==> src/rtl/alu_shift_seq_pkg.sv <==
// Shared types and constants for the sequential shift/rotate unit.
// Holds the FSM encoding, the op encoding and the one-hot select decode.
package alu_shift_seq_pkg;

  localparam int unsigned DATA_W = 32;
  localparam int unsigned AMT_W  = 5;
  localparam int unsigned SEL_W  = 5;

  typedef enum logic [1:0] {
    IDLE = 2'd0,
    RUN  = 2'd1,
    FIN  = 2'd2
  } state_e;

  typedef enum logic [2:0] {
    OP_SHR  = 3'd0,
    OP_SHRA = 3'd1,
    OP_SHL  = 3'd2,
    OP_ROR  = 3'd3,
    OP_ROL  = 3'd4
  } op_e;

  // Select vector is ordered {SHR, SHRA, SHL, ROR, ROL}.
  function automatic logic sel_onehot(input logic [SEL_W-1:0] sel);
    return (sel != '0) && ((sel & SEL_W'(sel - SEL_W'(1))) == '0);
  endfunction

  function automatic op_e sel_to_op(input logic [SEL_W-1:0] sel);
    op_e op;
    case (sel)
      5'b10000: op = OP_SHR;
      5'b01000: op = OP_SHRA;
      5'b00100: op = OP_SHL;
      5'b00010: op = OP_ROR;
      default:  op = OP_ROL;
    endcase
    return op;
  endfunction

endpackage

==> src/rtl/alu_shift_seq_step1.sv <==
// Single-bit shift/rotate step applied once per RUN cycle.
module shift_step1
  import alu_shift_seq_pkg::*;
(
  input  logic [DATA_W-1:0] value,
  input  op_e               op,
  output logic [DATA_W-1:0] stepped_c
);

  always_comb begin
    stepped_c = value;
    case (op)
      OP_SHR:  stepped_c = {1'b0, value[DATA_W-1:1]};
      OP_SHRA: stepped_c = {value[DATA_W-1], value[DATA_W-1:1]};
      OP_SHL:  stepped_c = {value[DATA_W-2:0], 1'b0};
      OP_ROR:  stepped_c = {value[0], value[DATA_W-1:1]};
      OP_ROL:  stepped_c = {value[DATA_W-2:0], value[DATA_W-1]};
      default: stepped_c = value;
    endcase
  end

endmodule

==> src/rtl/alu_shift_seq.sv <==
// Sequential shifter: one bit per cycle, n+1 cycle latency, done/err pulse,
// result register c holds the last legal result.
module alu_shift_seq #(
  parameter int unsigned DATA_W = 32,
  parameter int unsigned AMT_W  = 5
) (
  input  logic              clk,
  input  logic              rst_n,
  input  logic              start,
  input  logic [DATA_W-1:0] a,
  input  logic [DATA_W-1:0] b,
  input  logic              SHR,
  input  logic              SHRA,
  input  logic              SHL,
  input  logic              ROR,
  input  logic              ROL,
  output logic [DATA_W-1:0] c,
  output logic              busy,
  output logic              done,
  output logic              err
);

  import alu_shift_seq_pkg::*;

  state_e              state_q, state_d;
  op_e                 op_q, op_d;
  logic [DATA_W-1:0]   work_q, work_d;
  logic [DATA_W-1:0]   c_q, c_d;
  logic [AMT_W-1:0]    cnt_q, cnt_d;
  logic                busy_q, busy_d;
  logic                done_q, done_d;
  logic                err_q, err_d;

  logic [SEL_W-1:0]    sel;
  logic [DATA_W-1:0]   step_c;
  logic [AMT_W-1:0]    amt;
  logic                unused_b_hi;

  assign sel         = {SHR, SHRA, SHL, ROR, ROL};
  assign amt         = b[AMT_W-1:0];
  assign unused_b_hi = ^b[DATA_W-1:AMT_W];

  shift_step1 u_step (
    .value     (work_q),
    .op        (op_q),
    .stepped_c (step_c)
  );

  // Next-state, datapath and output decode; done/err/c are set on entry to FIN
  // so they are visible together during the FIN cycle.
  always_comb begin
    state_d = state_q;
    op_d    = op_q;
    work_d  = work_q;
    c_d     = c_q;
    cnt_d   = cnt_q;
    done_d  = 1'b0;
    err_d   = 1'b0;

    case (state_q)
      IDLE: begin
        if (start) begin
          if (sel_onehot(sel)) begin
            work_d = a;
            cnt_d  = amt;
            op_d   = sel_to_op(sel);
            if (amt == '0) begin
              state_d = FIN;
              c_d     = a;
              done_d  = 1'b1;
            end else begin
              state_d = RUN;
            end
          end else begin
            state_d = FIN;
            done_d  = 1'b1;
            err_d   = 1'b1;
          end
        end
      end
      RUN: begin
        work_d = step_c;
        cnt_d  = AMT_W'(cnt_q - AMT_W'(1));
        if (cnt_q == AMT_W'(1)) begin
          state_d = FIN;
          c_d     = step_c;
          done_d  = 1'b1;
        end
      end
      FIN: begin
        state_d = IDLE;
      end
      default: begin
        state_d = IDLE;
      end
    endcase

    busy_d = (state_d != IDLE);
  end

  always_ff @(posedge clk or negedge rst_n) begin
    if (!rst_n) begin
      state_q <= IDLE;
      op_q    <= OP_SHR;
      work_q  <= '0;
      c_q     <= '0;
      cnt_q   <= '0;
      busy_q  <= 1'b0;
      done_q  <= 1'b0;
      err_q   <= 1'b0;
    end else begin
      state_q <= state_d;
      op_q    <= op_d;
      work_q  <= work_d;
      c_q     <= c_d;
      cnt_q   <= cnt_d;
      busy_q  <= busy_d;
      done_q  <= done_d;
      err_q   <= err_d;
    end
  end

  assign c    = c_q;
  assign busy = busy_q;
  assign done = done_q;
  assign err  = err_q;

endmodule

==> config.mk <==
export PLATFORM = sky130hd
export DESIGN_NAME = alu_shift_seq
export DESIGN_NICKNAME = d
export VERILOG_FILES = /design/src/rtl/alu_shift_seq_pkg.sv /design/src/rtl/alu_shift_seq_step1.sv /design/src/rtl/alu_shift_seq.sv
export SDC_FILE = /design/constraint.sdc
export NUM_CORES = 1
export LEC_CHECK = 0
export CELL_PAD_IN_SITES_DETAIL_PLACEMENT = 1
export CELL_PAD_IN_SITES_GLOBAL_PLACEMENT = 2
export CORE_MARGIN = 2
export CORE_UTILIZATION = 33
export DETAILED_ROUTE_END_ITERATION = 8
export GPL_ROUTABILITY_DRIVEN = 0
export PLACE_DENSITY_LB_ADDON = 0.1
export SLEW_MARGIN = 20
export SYNTH_ARGS = -nofsm -noshare
export SYNTH_HDL_FRONTEND = slang
export SYNTH_SLANG_ARGS = --single-unit
==> constraint.sdc <==
create_clock -name clk -period 2.27 [get_ports clk]
set_input_delay 0.5675 -clock clk [delete_from_list [all_inputs] [get_ports clk]]
set_output_delay 0.5675 -clock clk [all_outputs]
set_load 0.02 [all_outputs]
# Yosys cells after proc, flatten, opt, wreduce, memory -nomap -nowiden
# Cells that the tools add are included.
[word_totals]
reg_bits = 77
in_bits = 72
out_inout_bits = 35
word_cells = 62
[classes]
add_sub_neg = 2
eq_ne = 14
n_mux = 26
bitwise = 1
reduce_logical = 11
[op_table]
columns = ["cell", "count"]
rows = [
  ["$mux 32", 6],
  ["$pmux 32 s5", 1],
  ["$pmux 32 s2", 2],
  ["$pmux 3 s4", 1],
  ["$logic_not 5->1", 2],
  ["$mux 5", 2],
  ["$pmux 5 s2", 1],
  ["$sub 5x1->5 const B", 2],
  ["$mux 2", 4],
  ["$ne 2x2->1 const B", 4],
  ["$mux 1", 7],
  ["$eq 3x2->1 const B", 2],
  ["$reduce_and 3->1", 2],
  ["$and 5x5->5", 1],
  ["$eq 5x1->1 const B", 1],
  ["$eq 5x2->1 const B", 1],
  ["$eq 5x3->1 const B", 1],
  ["$eq 5x4->1 const B", 1],
  ["$eq 5x5->1 const B", 1],
  ["$reduce_and 5->1", 1],
  ["$reduce_bool 5->1", 1],
  ["$pmux 2 s2", 1],
  ["$reduce_bool 2->1", 2],
  ["$eq 3x1->1 const B", 1],
  ["6 further kinds", 6],
]

# Logic depth before layout (Yosys ltp)
[logic_depth]
ltp_word = 8
ltp_mapped = 9
ltp_nobuf = 6

# Modules after synthesis
# From an unflattened synthesis, not the netlist that was laid out.
[unflattened]
cells_unflattened = 545
hier_area_um2 = 4934.7
[modules_own_cells]
columns = ["module", "instances", "cells_per_inst", "area_each_um2", "seq_area_each_um2"]
rows = [
  ["alu_shift_seq", 1, 336, 3741.1, 1926.8],
  ["shift_step1", 1, 209, 1193.6, 0.0],
]

# Worst setup path after synthesis
# OpenSTA, ideal clock, no wires.
[synth_path]
kind = "input port to flip-flop"
start = "input ROR"
end = "register c_q[10] (netlist: c[10])"
setup_ps = 125
t_arrival_ps = 2011
required_time_ps = 2145
slack_ps = 134
stages = 7
n_path_buf = 2
path_cell_list = "buf_2 -> nor2b_1 -> o21ai_1 -> a21boi_1 -> o21bai_1 -> buf_2 -> mux2_2"
[synth_via]
elab_chain_cells = 6
elab_cells_between_ends = 7
classes_between = "add/sub: 1; eq/ne: 1; bitwise: 1; reduce/logical: 4"
[synth_lines]
columns = ["element", "line", "text"]
rows = [
  ["start: declaration", "alu_shift_seq.sv:15", "input logic ROR,"],
  ["$sub 5x1->5", "alu_shift_seq_pkg.sv:25", "return (sel != '0) && ((sel & SEL_W'(sel - SEL_W'(1))) == '0);"],
  ["$and 5x5->5", "alu_shift_seq_pkg.sv:25", ""],
  ["$logic_not 5->1", "alu_shift_seq_pkg.sv:25", ""],
  ["$logic_and 1x1->1 *", "alu_shift_seq_pkg.sv:25", ""],
  ["$ne 2x2->1 (no line) *", "n/a", ""],
  ["$reduce_and 5->1 (no line) *", "n/a", ""],
  ["end signal: assignment", "alu_shift_seq.sv:106", "c_q <= '0;"],
  ["end signal: assignment", "alu_shift_seq.sv:115", "c_q <= c_d;"],
  ["end: declaration", "alu_shift_seq.sv:28", "logic [DATA_W-1:0] c_q, c_d;"],
]
# Every way passes the cells marked *; elsewhere a longest branch is shown, timed or not.
# A chain may end at the register's enable or synchronous reset.

# Final worst setup path
[layout_path]
start = "input SHRA"
end = "register c_q[21] (netlist: c[21])"
[layout_via]
elab_chain_cells = 6
elab_cells_between_ends = 7
classes_between = "add/sub: 1; eq/ne: 1; bitwise: 1; reduce/logical: 4"
[layout_lines]
columns = ["element", "line", "text"]
rows = [
  ["start: declaration", "alu_shift_seq.sv:13", "input logic SHRA,"],
  ["$sub 5x1->5", "alu_shift_seq_pkg.sv:25", ""],
  ["$and 5x5->5", "alu_shift_seq_pkg.sv:25", ""],
  ["$logic_not 5->1", "alu_shift_seq_pkg.sv:25", ""],
  ["$logic_and 1x1->1 *", "alu_shift_seq_pkg.sv:25", ""],
  ["$ne 2x2->1 (no line) *", "n/a", ""],
  ["$reduce_and 5->1 (no line) *", "n/a", ""],
]
# Marked as above.

==> flow_summary_export.csv <==
group,metric,value,unit
run_status,status,"completed",
clocking,cts_max_level,3,
power_and_ir_drop,sw_frac_of_total,38.8,%
logic_synthesis,synth_edf_count,0,
power_and_ir_drop,clkPwrFrac,17.3,%
clocking,root_buffer,"clkbuf_16",
drt,drcViolationCount,0,
logic_synthesis,yosys_warnings,0,
power_and_ir_drop,pwr-share-seq,30.3,%
logic_synthesis,yosys.area.top_type,"dfrtp_1",
drt,dr_total_vias,4353,
power_and_ir_drop,vdd_drop_max,0.420,mV
job,cap_viol_max_count,0,
timing,hold_viol_final,0,
worst_setup_path,critPathBufInv,5,
drt,via_per_inst,5.56,
timing,clock.fmax,459,MHz
floorplan,start_util,33.6,%
worst_setup_path,critical_path_class,"primary input to flip-flop",
floorplan,die_w,128,um
global_routing,met1_usage,25.4,%
global_routing,grt_pass1_vias,4631,
final_layout,final_net_count,665,
power_and_ir_drop,power_switching,3.39,mW
power_and_ir_drop,p_leak,2.88,nW
worst_setup_path,start_kind,"primary input",
logic_synthesis,syn_inst,494,
clocking,cts_buffer_depth,2,
worst_setup_path,cp-end-kind,"flip-flop",
power_and_ir_drop,pwr-share-comb,52.4,%
global_routing,use_met3,2.67,%
global_routing,grt_remaining_overflow,0,
logic_synthesis,synth-main-ff-cell,"dfrtp_1",
placement,io_buffer_count,79,
timing,tightest_slew,0.752,ns
floorplan,fp.dieH,128,um
global_routing,grt_pass1_wl,24300,um
power_and_ir_drop,totalPowerFinal,8.75,mW
logic_synthesis,synth_cell_types,55,
logic_synthesis,synthXorXnorAreaFrac,0.516,%
floorplan,rows,45,
clocking,path_clk_slew,0.06,ns
global_routing,grt_max_degree,41,
worst_setup_path,crit_family,"buffers and inverters",
final_layout,syn_to_final_growth,34.3,%
global_routing,antenna_found_initial,0,
logic_synthesis,synth_mux_area_share,21.5,%
floorplan,io_pins,107,
worst_setup_path,timing.critical_path.mode_cell,"buf_4",
timing,finalMaxSlewViolations,0,
logic_synthesis,syn_avg_cell_area,10.3,um^2
logic_synthesis,ys_top_cells_by_area,"dfrtp_1 38%, mux2_2 13%, mux2_4 8.3%",
global_routing,use_met2,30.0,%
logic_synthesis,synthAdderAreaFrac,0.491,%
worst_setup_path,crit_arrival,2.41,ns
clocking,clock_latency,0.35,ns
logic_synthesis,ys_seq_elements,77,
placement,dp.cells,763,
logic_synthesis,yosysSeqAreaShare,37.8,%
logic_synthesis,synth-compound-area-share,23.3,%
logic_synthesis,synthArstFlopShare,100,%
final_layout,fill_cells,1655,
timing,hold_ws,0.194,ns
timing,slew_headroom,49.7,%
floorplan,core,0.0151,mm^2
power_and_ir_drop,power_density,1280,mW/mm^2
final_layout,drive_above_1_share,28.7,%
worst_setup_path,crit_chain,"clkdlybuf4s50_1 -> buf_4 -> o21ai_1 -> o211ai_2 -> buf_4 -> a21boi_4 -> o21bai_4 -> buf_12 -> clkbuf_16 -> mux2_2",
worst_setup_path,worstPathRequired,2.50,ns
power_and_ir_drop,p_int,5.36,mW
timing,setup_viol,0,
global_routing,grtUsageTotal,18.7,%
final_layout,layout_common_cells,"76 x dfrtp_1, 72 x clkdlybuf4s50_1, 60 x mux2_2",
clocking,cts_buffers,9,
logic_synthesis,syn_area,0.00509,mm^2
drt,dr.pass1.iters,4,
floorplan,die-area,0.0164,mm^2
drt,drtIter0Drc,166,
timing,period_share,96.1,%
logic_synthesis,synth_top_family_by_area,"compound AO/OA/AOI/OAI gates",
timing,fin_crit,2.18,ns
drt,drt-total-wl,15200,um
hold_path,hold_class,"primary input to async pin",
logic_synthesis,syn_nets,568,
final_layout,antennaDiodeCount,0,
timing,setup_ws,0.0894,ns
logic_synthesis,synth_top_area_share,37.8,%
global_routing,busiest_layer,"met2",
timing,final.setup.tns,0,ns
worst_setup_path,cp_max_fo,6,
timing,final.setup_skew,0.00570,ns
final_layout,final_common_cell,"dfrtp_1",
drt,antenna_left,0,
final_layout,fin_cells,783,
drt,wl_per_cell,19.5,um
placement,pre_cts_slack,-0.538,ns
worst_setup_path,slowest_delay,0.45,ns
placement,place_hpwl,10100,um
clocking,numClockSinks,77,
logic_synthesis,synthSimpleGateAreaFrac,11.7,%
clocking,cts_tree,"built",
worst_setup_path,cp_slowest_cell,"clkdlybuf4s50_1",
==> timing repair <==
item / CTS / global route
cloned: 0 / 3
resized for setup: 5 / 13
setup buffers: 0 / 2
setup endpoints to repair: 32 / 69
pin swaps: 0 / 4
hold buffers: 0 / 0
==> sequential cells by signal, summed over array words and instances (netlist names) <==
name	cells
busy	1
c	32
cnt_q	5
done	1
err	1
op_q	3
state_q	2
work_q	32
==> power by group through the flow <==
stage,Sequential [mW],Clock [mW],Combinational (mW)
final,2.65,1.51,4.59
after global routing,2.76,1.60,4.99
after CTS,2.65,1.55,4.58
after global placement,2.63,0,4.46
after detailed placement,2.66,0,4.54
after floorplan,2.71,0,2.98
==> final timing paths <==
kind,to,from,cells after the start,slack (ns)
min,c[7],rst_n,1,0.19
min reg2reg,c[20],c[20],1,0.50
max,c[21],SHRA,10,0.09
min in group clk,c[20],c[20],1,0.50
max reg2reg,c[18],op_q[0],7,0.20
max in group asynchronous,c[20],rst_n,2,1.49
==> layer usage <==
layer | share of wire [%] | vias to the layer above
met3 | 2.7 | 20
met1 | 49 | 2196
met5 | 0 | -
li1 | - | 2066
met4 | 1.9 | 0
met2 | 47 | 71
==> cells in the mapped netlist (12+ instances only) <==
master	n
dfrtp_1	77
mux2_2	60
nand2_1	37
nor2b_1	30
mux2_4	28
a22oi_1	26
nor2_1	24
o21a_1	24
o2111ai_1	23
a2bb2oi_1	22
clkbuf_1	20
o21ai_0	12
==> per-stage QoR <==
stage               instance area [um^2]  util (%)
detailed placement                  6380      42.2
global route                        6840      45.2
global placement                    6380      42.1
floorplan                           5090         -
finish                              6840      45.2
CTS                                 6700      44.2
==> cell type report <==
type	count	area [um^2]	area share [%]
Clock buffer	11	253	3.70
Clock inverter	4	47.5	0.695
Inverter	7	26.3	0.384
Multi-Input combinational cell	366	3010	44.0
Sequential cell	77	1930	28.2
Tap cell	188	235	3.44
Timing Repair Buffer	130	1340	19.6
==> worst register-to-register path, stage by stage (launching register included) <==
cell	delay, ns
dfrtp_1	0.63
buf_4	0.29
nor2b_2	0.06
buf_4	0.20
a2bb2oi_1	0.18
o2111ai_1	0.17
o21a_1	0.15
mux2_2	0.27
==> cells by family (layout without fill, tap and decap cells) <==
group | Yosys count | count (layout)
simple gates | 119 | 119
buf+inv | 51 | 152
compound gates | 154 | 154
xor+xnor | 3 | 3
fa+ha+maj | 2 | 2
flops | 77 | 77
mux | 88 | 88
(Power assumes the default switching activity.)
